File: src/rtl/scroll_pkg.sv
// Shared symbol codes and the active-low 7-segment lookup (bit 0 = a ... bit 6 = g).
package scroll_pkg;

  localparam logic [3:0] SYM_BLANK = 4'hF;
  localparam logic [6:0] SEG_OFF   = 7'h7F;

  localparam logic [6:0] SEG_LUT [16] = '{
    7'h40, 7'h79, 7'h24, 7'h30, 7'h19, 7'h12, 7'h02, 7'h78,
    7'h00, 7'h10, 7'h08, 7'h03, 7'h46, 7'h21, 7'h06, SEG_OFF
  };

endpackage

File: src/rtl/scroll_display_ctrl_sym_to_seg.sv
// Combinational symbol-to-segment decoder; the parent registers its output.
module sym_to_seg
  import scroll_pkg::*;
(
  input  logic [3:0] sym,
  output logic [6:0] seg_n
);

  always_comb seg_n = SEG_LUT[sym];

endmodule

File: src/rtl/scroll_display_ctrl.sv
// Multiplexed 7-segment scrolling message display: tick generation, digit scan,
// scroll offset and message buffer.
module scroll_display_ctrl
  import scroll_pkg::*;
#(
  parameter int unsigned NUM_DIGITS = 4,
  parameter int unsigned MSG_LEN    = 8,
  parameter int unsigned SCAN_DIV   = 250000,
  parameter int unsigned SCROLL_DIV = 100000000
) (
  input  logic                       clk,
  input  logic                       reset,
  input  logic                       enable,
  input  logic                       dir,
  input  logic                       step,
  input  logic                       wr_en,
  input  logic [$clog2(MSG_LEN)-1:0] wr_addr,
  input  logic [3:0]                 wr_data,
  output logic [6:0]                 seg,
  output logic [NUM_DIGITS-1:0]      an,
  output logic                       wrap
);

  localparam int unsigned AW  = $clog2(MSG_LEN);
  localparam int unsigned DW  = $clog2(NUM_DIGITS);
  localparam int unsigned SCW = $clog2(SCAN_DIV + 1);
  localparam int unsigned SRW = $clog2(SCROLL_DIV + 1);

  localparam logic [SCW-1:0] SCAN_LAST   = SCW'(SCAN_DIV - 1);
  localparam logic [SRW-1:0] SCROLL_LAST = SRW'(SCROLL_DIV - 1);
  localparam logic [AW-1:0]  OFF_LAST    = AW'(MSG_LEN - 1);
  localparam logic [DW-1:0]  DIG_LAST    = DW'(NUM_DIGITS - 1);
  localparam logic [AW:0]    LEN_EXT     = (AW+1)'(MSG_LEN);
  localparam logic [AW:0]    SPAN_EXT    = (AW+1)'(NUM_DIGITS - 1);

  logic [1:0]            rst_sync_q;
  logic                  rst_n_int;
  logic [SCW-1:0]        scan_cnt_q, scan_cnt_d;
  logic [SRW-1:0]        scroll_cnt_q, scroll_cnt_d;
  logic                  enable_q, enable_d;
  logic [AW-1:0]         offset_q, offset_d;
  logic                  wrap_q, wrap_d;
  logic [DW-1:0]         dig_q, dig_d;
  logic [NUM_DIGITS-1:0] an_q, an_d;
  logic [6:0]            seg_q, seg_d;
  logic [3:0]            msg_q [MSG_LEN];
  logic [3:0]            msg_d [MSG_LEN];

  logic                  scan_tick, scroll_tick, en_rise, advance, wr_ok;
  logic [AW:0]           idx_sum;
  logic [AW-1:0]         sym_idx;
  logic [3:0]            cur_sym;
  logic [6:0]            dec_seg;

  // Asynchronous assertion, release aligned to clk.
  always_ff @(posedge clk or negedge reset) begin
    if (!reset) rst_sync_q <= '0;
    else        rst_sync_q <= {rst_sync_q[0], 1'b1};
  end
  assign rst_n_int = rst_sync_q[1];

  // Boot message 1,2,3,4 folded onto short buffers, blanks elsewhere.
  function automatic logic [3:0] init_sym(input int unsigned i);
    logic [3:0] s;
    s = SYM_BLANK;
    for (int unsigned k = 0; k < 4; k++)
      if (k % MSG_LEN == i) s = 4'(k + 1);
    return s;
  endfunction

  sym_to_seg u_dec (
    .sym   (cur_sym),
    .seg_n (dec_seg)
  );

  always_comb begin
    scan_tick    = (scan_cnt_q == SCAN_LAST);
    scan_cnt_d   = scan_tick ? '0 : scan_cnt_q + 1'b1;

    enable_d     = enable;
    en_rise      = enable & ~enable_q;
    scroll_tick  = (scroll_cnt_q == SCROLL_LAST) & ~en_rise;
    scroll_cnt_d = (en_rise || scroll_cnt_q == SCROLL_LAST) ? '0 : scroll_cnt_q + 1'b1;

    advance  = enable ? scroll_tick : step;
    offset_d = offset_q;
    wrap_d   = 1'b0;
    if (advance) begin
      if (!dir) begin
        if (offset_q == OFF_LAST) begin
          offset_d = '0;
          wrap_d   = 1'b1;
        end else begin
          offset_d = offset_q + 1'b1;
        end
      end else begin
        if (offset_q == '0) begin
          offset_d = OFF_LAST;
          wrap_d   = 1'b1;
        end else begin
          offset_d = offset_q - 1'b1;
        end
      end
    end

    // Symbol shown on the digit currently selected; sum stays below 2*MSG_LEN.
    idx_sum = {1'b0, offset_q} + SPAN_EXT - (AW+1)'(dig_q);
    sym_idx = (idx_sum >= LEN_EXT) ? AW'(idx_sum - LEN_EXT) : AW'(idx_sum);
    cur_sym = msg_q[sym_idx];

    dig_d = dig_q;
    an_d  = an_q;
    seg_d = seg_q;
    if (scan_tick) begin
      an_d  = ~(NUM_DIGITS'(1) << dig_q);
      seg_d = dec_seg;
      dig_d = (dig_q == DIG_LAST) ? '0 : dig_q + 1'b1;
    end

    wr_ok = wr_en && ({1'b0, wr_addr} < LEN_EXT);
    msg_d = msg_q;
    if (wr_ok) msg_d[wr_addr] = wr_data;
  end

  always_ff @(posedge clk or negedge rst_n_int) begin
    if (!rst_n_int) begin
      scan_cnt_q   <= '0;
      scroll_cnt_q <= '0;
      enable_q     <= 1'b0;
      offset_q     <= '0;
      wrap_q       <= 1'b0;
      dig_q        <= '0;
      an_q         <= '1;
      seg_q        <= SEG_OFF;
      for (int unsigned i = 0; i < MSG_LEN; i++) msg_q[i] <= init_sym(i);
    end else begin
      scan_cnt_q   <= scan_cnt_d;
      scroll_cnt_q <= scroll_cnt_d;
      enable_q     <= enable_d;
      offset_q     <= offset_d;
      wrap_q       <= wrap_d;
      dig_q        <= dig_d;
      an_q         <= an_d;
      seg_q        <= seg_d;
      msg_q        <= msg_d;
    end
  end

  assign seg  = seg_q;
  assign an   = an_q;
  assign wrap = wrap_q;

endmodule

File: config.mk
export PLATFORM = sky130hd
export DESIGN_NAME = scroll_display_ctrl
export DESIGN_NICKNAME = d
export VERILOG_FILES = /design/src/rtl/scroll_pkg.sv /design/src/rtl/scroll_display_ctrl_sym_to_seg.sv /design/src/rtl/scroll_display_ctrl.sv
export SDC_FILE = /design/constraint.sdc
export NUM_CORES = 1
export LEC_CHECK = 0
export CORE_MARGIN = 10
export CORE_UTILIZATION = 45
export DETAILED_ROUTE_END_ITERATION = 12
export PLACE_DENSITY = 0.72
export SYNTH_ARGS = -nofsm -noshare
export SYNTH_HDL_FRONTEND = slang
export SYNTH_SLANG_ARGS = --single-unit
File: constraint.sdc
create_clock -name clk -period 4.05 [get_ports clk]
set_input_delay 0.81 -clock clk [delete_from_list [all_inputs] [get_ports clk]]
set_output_delay 0.81 -clock clk [all_outputs]
set_load 0.005 [all_outputs]
==> metrics.md <==
| Metric | Value |
|---|---|
| Final hold violations | 0 |
| Final Critical Period | 3110 ps |
| CTS tree | yes |
| Number of synthesized flops with an enable pin | 0 |
| Final setup skew | ~9 ps |
| Number of I/O pins | 25 |
| Post-CTS Setup Bufs | 0 |
| Worst VDD drop | between 0.2 and 0.25 mV |
| Area after DPL | roughly 5300 um^2 |
| Synth warn | 0 |
| CTS max path bufs | 2 |
| CP Cell Sequence | inv_1 -> ha_1 -> ha_1 -> mux4_2 -> mux2i_1 -> inv_1 -> ha_1 -> nor2_1 -> a2111oi_0 -> a211o_1 |
| Share of post-route cells with drive strength above 1 | about a fifth |
| GR Util All Layers | 12.4% |
| Drt total wl | between 9000 and 10000 um |
| I/O Buffers | 24 |
| Post-Syn Nets | ~460 |
| Layout area overhead | 11.4% |
| Maxcap violations | 0 |
| Sequential share of the synthesized area | a little over 50% |
| GRT overflow | 0 |
| Slew Limit Fails | 0 |
| Per-cell routed wire length | approximately 16 um |
| Worst Path Buf+Inv | 2 |
| #FFs+latches synth | 97 |
| Netlist cell types | slightly above 50 |
| Cells after Synth | 422 |
| PD cells | 568 nW/um^2 |
| Leak | around 2.3 nW |
| Synth Area in XOR/XNOR | under 10% |
| RSZ-0062 raised after global routing | no |
| DRT antenna net count | 0 |
| Die height | 124 um |
| Largest net degree at the start of global routing | 64 |
| Vias per cell | around 5.4 |
| Least-Margin Pin Slew | around 890 ps |
| Class of the worst hold path | reg2reg |
| WP data arrival | between 3000 and 4000 ps |
| Mapped Avg Cell Area | between 10 and 15 um^2 |
| ANT cells | 0 |
| DIE WIDTH | 124 um |
| Worst Hold Slack | around 360 ps |
| Fraction of registers with async set/reset | 100% |
| Num rows | 38 |
| Root Buffer | clkbuf_8 |
| Max incr delay on CP | between 400 and 500 ps |
| CTS HTree Levels | 3 |
| Number of global-route vias before repair | around 3300 |
| Top delay family on crit path | adder cells |
| Area of the mapped netlist | 4900 um^2 |
| Via Count | 3214 |
| Final #Nets | ~480 |
| Starting Density | around 46% |
| Residual DRC | 0 |
| DP HPWL | 6610 um |
| Setup TNS | 0 ps |
| Final-report setup violation count | 0 |
| Die area | about 15000 um^2 |
| Worst setup SP type | register |
| Synth Area in Adders | roughly 5% |
| Worst-skew pair later-pin latency | between 300 and 400 ps |
| Final period util | 76.9% |
| # clock sinks | between 90 and 100 |
| Flop2flop setup slack | between 900 and 1000 ps |
| Max Fclk | ~0.32 GHz |
| Critical path type | reg2reg |
| Main synth FF type | dfrtp_1 |
| Slowest-stage cell, CP | ha_1 |
| DR iter-0 viols | between 150 and 200 |
| CORE AREA | 10700 um^2 |
| Post-synthesis mux area share | about 14% |
| Compound-cell area share of the yosys netlist | around 4% |
| Normalized max-slew margin | between 40% and 50% |
| CP dominant cell by count | ha_1 |
| Crit Path Max Fanout | 8 |
| Critical path endpoint category | register |
| CTS buffer count | 9 |
| GP Congestion | 0.821 |
| Outcome | completed |
| Worst Path Required | approximately 4400 ps |
| Design area | 5460 um^2 |
| Initial antenna violation count | 0 |
| Largest family of logic cells by synthesized area | simple AND/OR/NAND/NOR gates |
| Pre-antenna DRT Iters | 4 |
| Simple-gate share of the synthesized area | between 10% and 20% |
| Resized Gates After CTS | 0 |
| First-pass GRT wire length | ~16000 um |
| Clk pin slew, worst setup/hold paths | around 90 ps |
| Cts hold-fix bufs | 0 |
cell usage in the layout (no fill, tap or decap), types with 14 or more instances in the layout:
cell type	n
dfrtp_1	64
mux2_2	34
xnor2_1	26
dfstp_2	32
clkdlybuf4s50_1	24
nor2_1	44
ha_1	20
inv_1	16
nand3_1	22
nand2_1	22
xor2_1	14
layer usage:
layer	share of wire, %	GRT usage (%)
met5	0	0
met4	2.0	5.96
met1	48	16.5
met3	2.6	2.00
met2	47	19.2
path summary, 6_finish.rpt:
kind	startpoint	endpoint	cells past startpoint
max	dig_q[1]	seg[0]	10
min in group asynchronous	rst_sync_q[1]	scroll_cnt_q[16]	0
min	rst_sync_q[0]	rst_sync_q[1]	0
max in group asynchronous	rst_sync_q[1]	msg_q[21]	1
max reg2reg	dig_q[1]	seg[0]	10
min reg2reg	rst_sync_q[0]	rst_sync_q[1]	0
flip-flops by register name, summed over array words and instances, names as in the netlist, 2 cells and up:
register      count
an                4
dig_q             2
msg_q            32
offset_q          3
rst_sync_q        2
scan_cnt_q       18
scroll_cnt_q     27
seg               7
report_power, final:
group	switching, mW	internal (mW)	total, mW
Sequential	0.0866	1.11	1.19
Clock	0.325	0.350	0.675
Combinational	0.669	0.565	1.23
Total	1.08	2.02	3.10
kinds of logic after synthesis:
family          Yosys count
simple gates            155
flops                    97
mux                      51
xor+xnor                 41
compound gates           29
buf+inv                  28
fa+ha+maj                20
other cells               1
cell type report:
type	count	area (um^2)
Inverter	16	60.1
Sequential cell	97	2470
Clock inverter	3	67.6
Fill cell	962	5280
Timing Repair Buffer	25	248
Tap cell	140	175
Multi-Input combinational cell	297	2300
Clock buffer	13	139
Yosys cell counts (all sizes together), types with 2 or more instances:
library cell / count / area share, %
or3: 4 / 0.51
mux4: 8 / 3.7
inv: 16 / 1.2
xnor2: 26 / 4.6
o21a: 2 / 0.31
nand4: 10 / 1.3
and3: 6 / 0.79
nor3: 8 / 0.82
nand3: 22 / 2.2
or4b: 2 / 0.41
nand2b: 5 / 0.64
nand4b: 3 / 0.54
and4: 4 / 0.71
mux2: 35 / 8.1
nor4b: 4 / 0.71
and2: 3 / 0.38
buf: 5 / 0.77
clkbuf: 7 / 0.74
ha: 20 / 5.1
dfrtp: 65 / 33
o221ai: 2 / 0.36
nor2: 44 / 3.4
dfstp: 32 / 17
o211a: 3 / 0.61
a21oi: 5 / 0.51
o21ai: 9 / 0.92
nand2: 22 / 1.7
nor3b: 5 / 0.77
xor2: 14 / 2.5
nor4: 8 / 1.0
mux2i: 8 / 1.7
per-stage QoR:
stage | cells | total power [mW] | worst slack [ps] | util [%]
floorplan | 422 | 2.23 | 1200 | -
global placement | 575 | 2.38 | 1030 | 48.9
detailed placement | 575 | 2.44 | 916 | 48.9
CTS | 591 | 3.12 | 900 | 50.8
global route | 591 | 3.32 | 618 | 50.8
finish | 591 | 3.10 | 936 | 50.8
Note: power is estimated with default switching activity, not from simulation.
